### config.mk
export PLATFORM = sky130hd
export DESIGN_NAME = capture_sequencer
export DESIGN_NICKNAME = d
export VERILOG_FILES = /design/src/rtl/capture_sequencer.sv
export SDC_FILE = /design/constraint.sdc
export NUM_CORES = 1
export LEC_CHECK = 0
export CORE_MARGIN = 8
export CORE_UTILIZATION = 49
export DETAILED_ROUTE_END_ITERATION = 12
export PLACE_DENSITY_LB_ADDON = 0.3
export SYNTH_ARGS = -nofsm -noshare
export SYNTH_HDL_FRONTEND = slang
export SYNTH_SLANG_ARGS = --single-unit
### constraint.sdc
create_clock -name clk -period 2.35 [get_ports clk]
set_input_delay 0.3525 -clock clk [delete_from_list [all_inputs] [get_ports clk]]
set_output_delay 0.3525 -clock clk [all_outputs]
set_load 0.005 [all_outputs]
### src/rtl/capture_sequencer.sv
// capture_sequencer: run-control FSM that walks the sample packet generator
// through one capture (idle -> pre-trigger fill -> post-trigger -> done),
// qualifies the external trigger against the pre-trigger depth and reports
// status plus trigger latency to the host.
module capture_sequencer #(
  parameter int COUNT_WIDTH = 32
) (
  input  logic                   clk,
  input  logic                   reset,
  input  logic                   start,
  input  logic                   abort_req,
  input  logic                   force_trigger,
  input  logic                   trigger_in,
  input  logic                   write_enable,
  input  logic                   complete,
  input  logic [COUNT_WIDTH-1:0] preTriggerSampleCountMax,
  output logic                   idle,
  output logic                   preTrigger,
  output logic                   postTrigger,
  output logic                   triggered,
  output logic                   abort,
  output logic                   done,
  output logic                   aborted,
  output logic                   trig_armed,
  output logic [COUNT_WIDTH-1:0] trigger_latency,
  output logic [1:0]             state
);

  typedef enum logic [1:0] {
    S_IDLE = 2'd0,
    S_PRE  = 2'd1,
    S_POST = 2'd2,
    S_DONE = 2'd3
  } state_t;

  localparam logic [COUNT_WIDTH-1:0] CNT_ONE = COUNT_WIDTH'(1);
  localparam logic [COUNT_WIDTH-1:0] CNT_MAX = '1;

  state_t                 state_q, state_d;
  logic [COUNT_WIDTH-1:0] pre_cnt_q, pre_cnt_d;
  logic [COUNT_WIDTH-1:0] latency_q, latency_d;
  logic                   aborted_q, aborted_d;
  logic                   armed;

  // Arming is only meaningful while filling; outside PRE it reads as 0.
  assign armed = (state_q == S_PRE) && (pre_cnt_q >= preTriggerSampleCountMax);

  assign idle            = (state_q == S_IDLE);
  assign preTrigger      = (state_q == S_PRE);
  assign postTrigger     = (state_q == S_POST);
  assign done            = (state_q == S_DONE);
  assign aborted         = aborted_q;
  assign trig_armed      = armed;
  assign trigger_latency = latency_q;
  assign state           = state_q;

  // Next-state, counter updates and the zero-latency trigger/abort pulses.
  always_comb begin
    state_d   = state_q;
    pre_cnt_d = pre_cnt_q;
    latency_d = latency_q;
    aborted_d = aborted_q;
    triggered = 1'b0;
    abort     = 1'b0;
    case (state_q)
      S_IDLE: begin
        if (start) begin
          state_d   = S_PRE;
          pre_cnt_d = '0;
          latency_d = '0;
          aborted_d = 1'b0;
        end
      end
      S_PRE: begin
        if (abort_req) begin
          abort     = 1'b1;
          state_d   = S_IDLE;
          aborted_d = 1'b1;
        end else begin
          if (write_enable && (pre_cnt_q < preTriggerSampleCountMax)) begin
            pre_cnt_d = pre_cnt_q + CNT_ONE;
          end
          if ((trigger_in && armed) || force_trigger) begin
            triggered = 1'b1;
            state_d   = S_POST;
          end else if (latency_q != CNT_MAX) begin
            latency_d = latency_q + CNT_ONE;
          end
        end
      end
      S_POST: begin
        if (abort_req) begin
          abort     = 1'b1;
          state_d   = S_IDLE;
          aborted_d = 1'b1;
        end else if (complete) begin
          state_d = S_DONE;
        end
      end
      S_DONE: begin
        if (start) begin
          state_d   = S_PRE;
          pre_cnt_d = '0;
          latency_d = '0;
          aborted_d = 1'b0;
        end else if (abort_req) begin
          state_d = S_IDLE;
        end
      end
      default: state_d = S_IDLE;
    endcase
  end

  // State and counter registers with synchronous reset.
  always_ff @(posedge clk) begin
    if (reset) begin
      state_q   <= S_IDLE;
      pre_cnt_q <= '0;
      latency_q <= '0;
      aborted_q <= 1'b0;
    end else begin
      state_q   <= state_d;
      pre_cnt_q <= pre_cnt_d;
      latency_q <= latency_d;
      aborted_q <= aborted_d;
    end
  end

endmodule
==> out/qor_table.md <==
| Quantity | Reported |
|---|---|
| Cell type with the highest aggregate area in the netlist | dfxtp_1 |
| H-Tree Level Count | 3 |
| Max-slew violations | 0 |
| Async set-reset flop share out of synthesis | 0% |
| Hold crit path type | flip-flop to flip-flop |
| Cell Area, Synth | 4830 um^2 |
| Final critical-path setup slack | -0.490 ns |
| Area share of the largest cell type after synthesis | 27.8% |
| Number of flops mapped to enable cells by yosys | 0 |
| Violation count after the first detailed-route iteration | 457 |
| Number of distinct library cells after synthesis | 63 |
| Chain of cells forming the critical path | ha_4 > nor2b_4 > o211ai_1 > a2111oi_4 > buf_4 > o41ai_4 > buf_4 > a31oi_4 > buf_12 > or4_4 > a21oi_2 |
| Post-route insts no fill | 947 |
| Category of the critical setup timing path | flip-flop to flip-flop |
| Cell count after placement | 914 |
| Register area share after synthesis | 27.8% |
| Total global routing track utilization | 27.1% |
| Number of top-level design ports | 82 |
| Library cell with the highest instance count after synthesis | dfxtp_1 |
| Top cells by instance count after synthesis | dfxtp_1 (67), inv_1 (61), nand3_1 (56), a21oi_1 (49), nand2_1 (48) |
| Number of buffers created by CTS | 9 |
| Maximum ir drop on the vdd rail | 288 uV |
| Setup crit start kind | flip-flop |
| Worst clock skew | 0.0106 ns |
| Ranking of synthesized cells by area | dfxtp_1 (28%), ha_1 (10%), nand3_1 (5.8%), a21oi_1 (5.1%), inv_1 (4.7%) |
| Area grow syn2layout | 64.6% |
| Standard-cell rows | 36 |
| Leakage | 2.88 nW |
| Number of global-route vias before repair | 6215 |
| Warning count from the yosys run | 0 |
| Cell family contributing the most delay on the critical path | compound AO/OA/AOI/OAI gates |
| Initial standard-cell utilization of the core | 49.9% |
| Power per cell area | 349 nW/um^2 |
| GRT Residual Overflow | 0 |
| Core box area | 9680 um^2 |
| Setup crit end kind | flip-flop |
| Final routed wirelength across all metal layers | 19300 um |
| Least-Margin Pin Slew | 0.846 ns |
| Routed length per instance | 20.4 um |
| Ratio of routed vias to standard cells | 6.40 |
| Placed wire-length estimate after detailed placement | 11200 um |
| Fraction of layout instances using a drive strength above 1 | 39.6% |
| Router iterations before antenna repair | 5 |
| Input/output buffers | 81 |
| Number of antenna violations at the first check in global routing | 0 |
| Wire length of the first global-routing pass | 29400 um |
| Maximum fanout count along the critical path | 38 |
| Final setup violation count | 68 |
| Clock Sink Count | 67 |
| Max-slew headroom at the worst pin | 43.5% |
| Peak Freq | 352 MHz |
| Clock tree from TritonCTS | yes |
| Routed vias | 6060 |
| CTS Buffer Depth | 2 |
| Most used DFF post-synth | dfxtp_1 |
| Final period demand of the worst path | 2.84 ns |
| Final hold vios | 0 |
| DIE WIDTH | 115 um |
| Net total in the final layout | 889 |
| Outcome | finished, violations left |
| #FFs+latches synth | 67 |
| Syn_nets | 703 |
| Routability congestion estimate | 0.898 |
| Antenna diode count | 0 |
| Largest net degree at the start of global routing | 51 |
| Count of mapped cells out of synthesis | 624 |
| Final Cycle Share | 121% |
| Clk pin slew, worst setup/hold paths | 0.07 ns |
| Final antenna-violating net count | 0 |
| Cell mode on critical path | buf_4 |
| Req. time, crit path | 2.62 ns |
| Critical-path cell with the highest stage delay | or4_4 |
| Maxcap violations | 0 |
| Critical path buffer and inverter count | 3 |
| Die outline area | 13300 um^2 |
| Largest stage delay, worst path | 0.43 ns |
| Setup repair after global routing missed its margin | yes |
| Worst-skew pair later-pin latency | 0.34 ns |
| Height of the die | 115 um |
| Final cell utilization of the core | 82.1% |
| Root buffer selected by CTS | clkbuf_8 |
| Post-route setup TNS | -24.03 ns |
| Arrival time at the worst endpoint | 3.11 ns |
| Avg Cell Area, Syn | 7.74 um^2 |
| Violated checks | setup timing |
| DRC violations left | 0 |
-- power breakdown --
part           internal, mW  switching [mW]
Combinational         0.326           0.459
Clock                 0.406           0.436
Sequential             1.14         0.00798
Total                  1.87           0.903
-- tightest hold or removal path, delay by kind of cell, from the launching register on --
family | cells | cell delay, ns
flip-flops | 1 | 0.33
AND/OR/NAND/NOR | 1 | 0.08
AO/OA/AOI/OAI | 1 | 0.07
-- cell families (layout without fill, tap and decap cells) --
kind of cell    Yosys count  after routing  synth area share [%]
mux                       2              2                 0.415
flops                    67             67                  27.8
compound gates          164            164                  23.2
buf+inv                  99            289                  7.96
simple gates            253            253                  30.5
fa+ha+maj                39             39                  10.1
-- state kept, by name (all words and copies together) (netlist names) --
| name | flops |
|---|---|
| state | 2 |
| trigger_latency | 32 |
| aborted | 1 |
| pre_cnt_q | 32 |
-- per-stage QoR --
step	instance area, um^2	hold WS (ns)	total power [mW]	setup WS (ns)
final	7950	0.518	2.78	-0.490
after global routing	7950	0.563	2.87	-0.641
after CTS	7670	0.494	2.67	-0.369
after detailed placement	6770	0.478	1.78	-1.02
after global placement	6770	0.478	1.76	-0.986
after floorplan	5040	0.455	1.50	-0.171
-- cells in the final DEF (no fill, tap or decap), types with 5 or more instances in the layout --
cell / n
nor3_1: 7
buf_12: 6
dfxtp_1: 54
buf_6: 13
and2_1: 6
ha_1: 11
nand2_1: 48
nand3_1: 36
clkdlybuf4s50_1: 49
inv_2: 19
inv_1: 37
nor4b_1: 6
o31ai_1: 23
nor4_1: 5
nand3_2: 14
nand4_1: 27
and4_1: 5
nor2_1: 18
nor3b_1: 8
and3_1: 7
ha_4: 27
dlygate4sd2_1: 28
nand3_4: 6
o311ai_2: 6
dfxtp_2: 12
buf_4: 109
or4_4: 9
a31oi_1: 10
or4_1: 21
o21ai_0: 16
a21oi_2: 23
clkbuf_8: 10
a21oi_1: 26
o21ai_1: 5
-- area by class of cell --
class                      instances  area [um^2]
clock buffer                      13          149
clock inverter                     2         12.5
fill                             532         1740
inverter                          62          255
multi-input combinational        458         4110
sequential                        67         1360
tap                              133          166
timing repair buffer             212         1890
-- layer usage --
| layer | share of wire [%] | global-route usage, % |
|---|---|---|
| met5 | 0 | 0 |
| met4 | 4.6 | 15.1 |
| met3 | 5.8 | 4.46 |
| met2 | 53 | 50.6 |
| met1 | 37 | 28.0 |
-- final timing paths --
| check | startpoint | to | slack (ns) | cells past startpoint |
|---|---|---|---|---|
| setup / recovery | pre_cnt_q[1] | pre_cnt_q[23] | -0.49 | 11 |
| hold / removal | aborted | aborted | 0.52 | 2 |
| setup reg to reg | pre_cnt_q[1] | pre_cnt_q[23] | -0.49 | 11 |
| hold reg to reg | aborted | aborted | 0.52 | 2 |
-- what timing repair did --
action,in CTS,in global routing
setup buffers,17,7
setup endpoints to repair,68,69
resized for setup,167,59
gates cloned,1,1
hold buffers,0,0
pin swaps,67,17
Note: power is estimated with default switching activity, not from simulation.
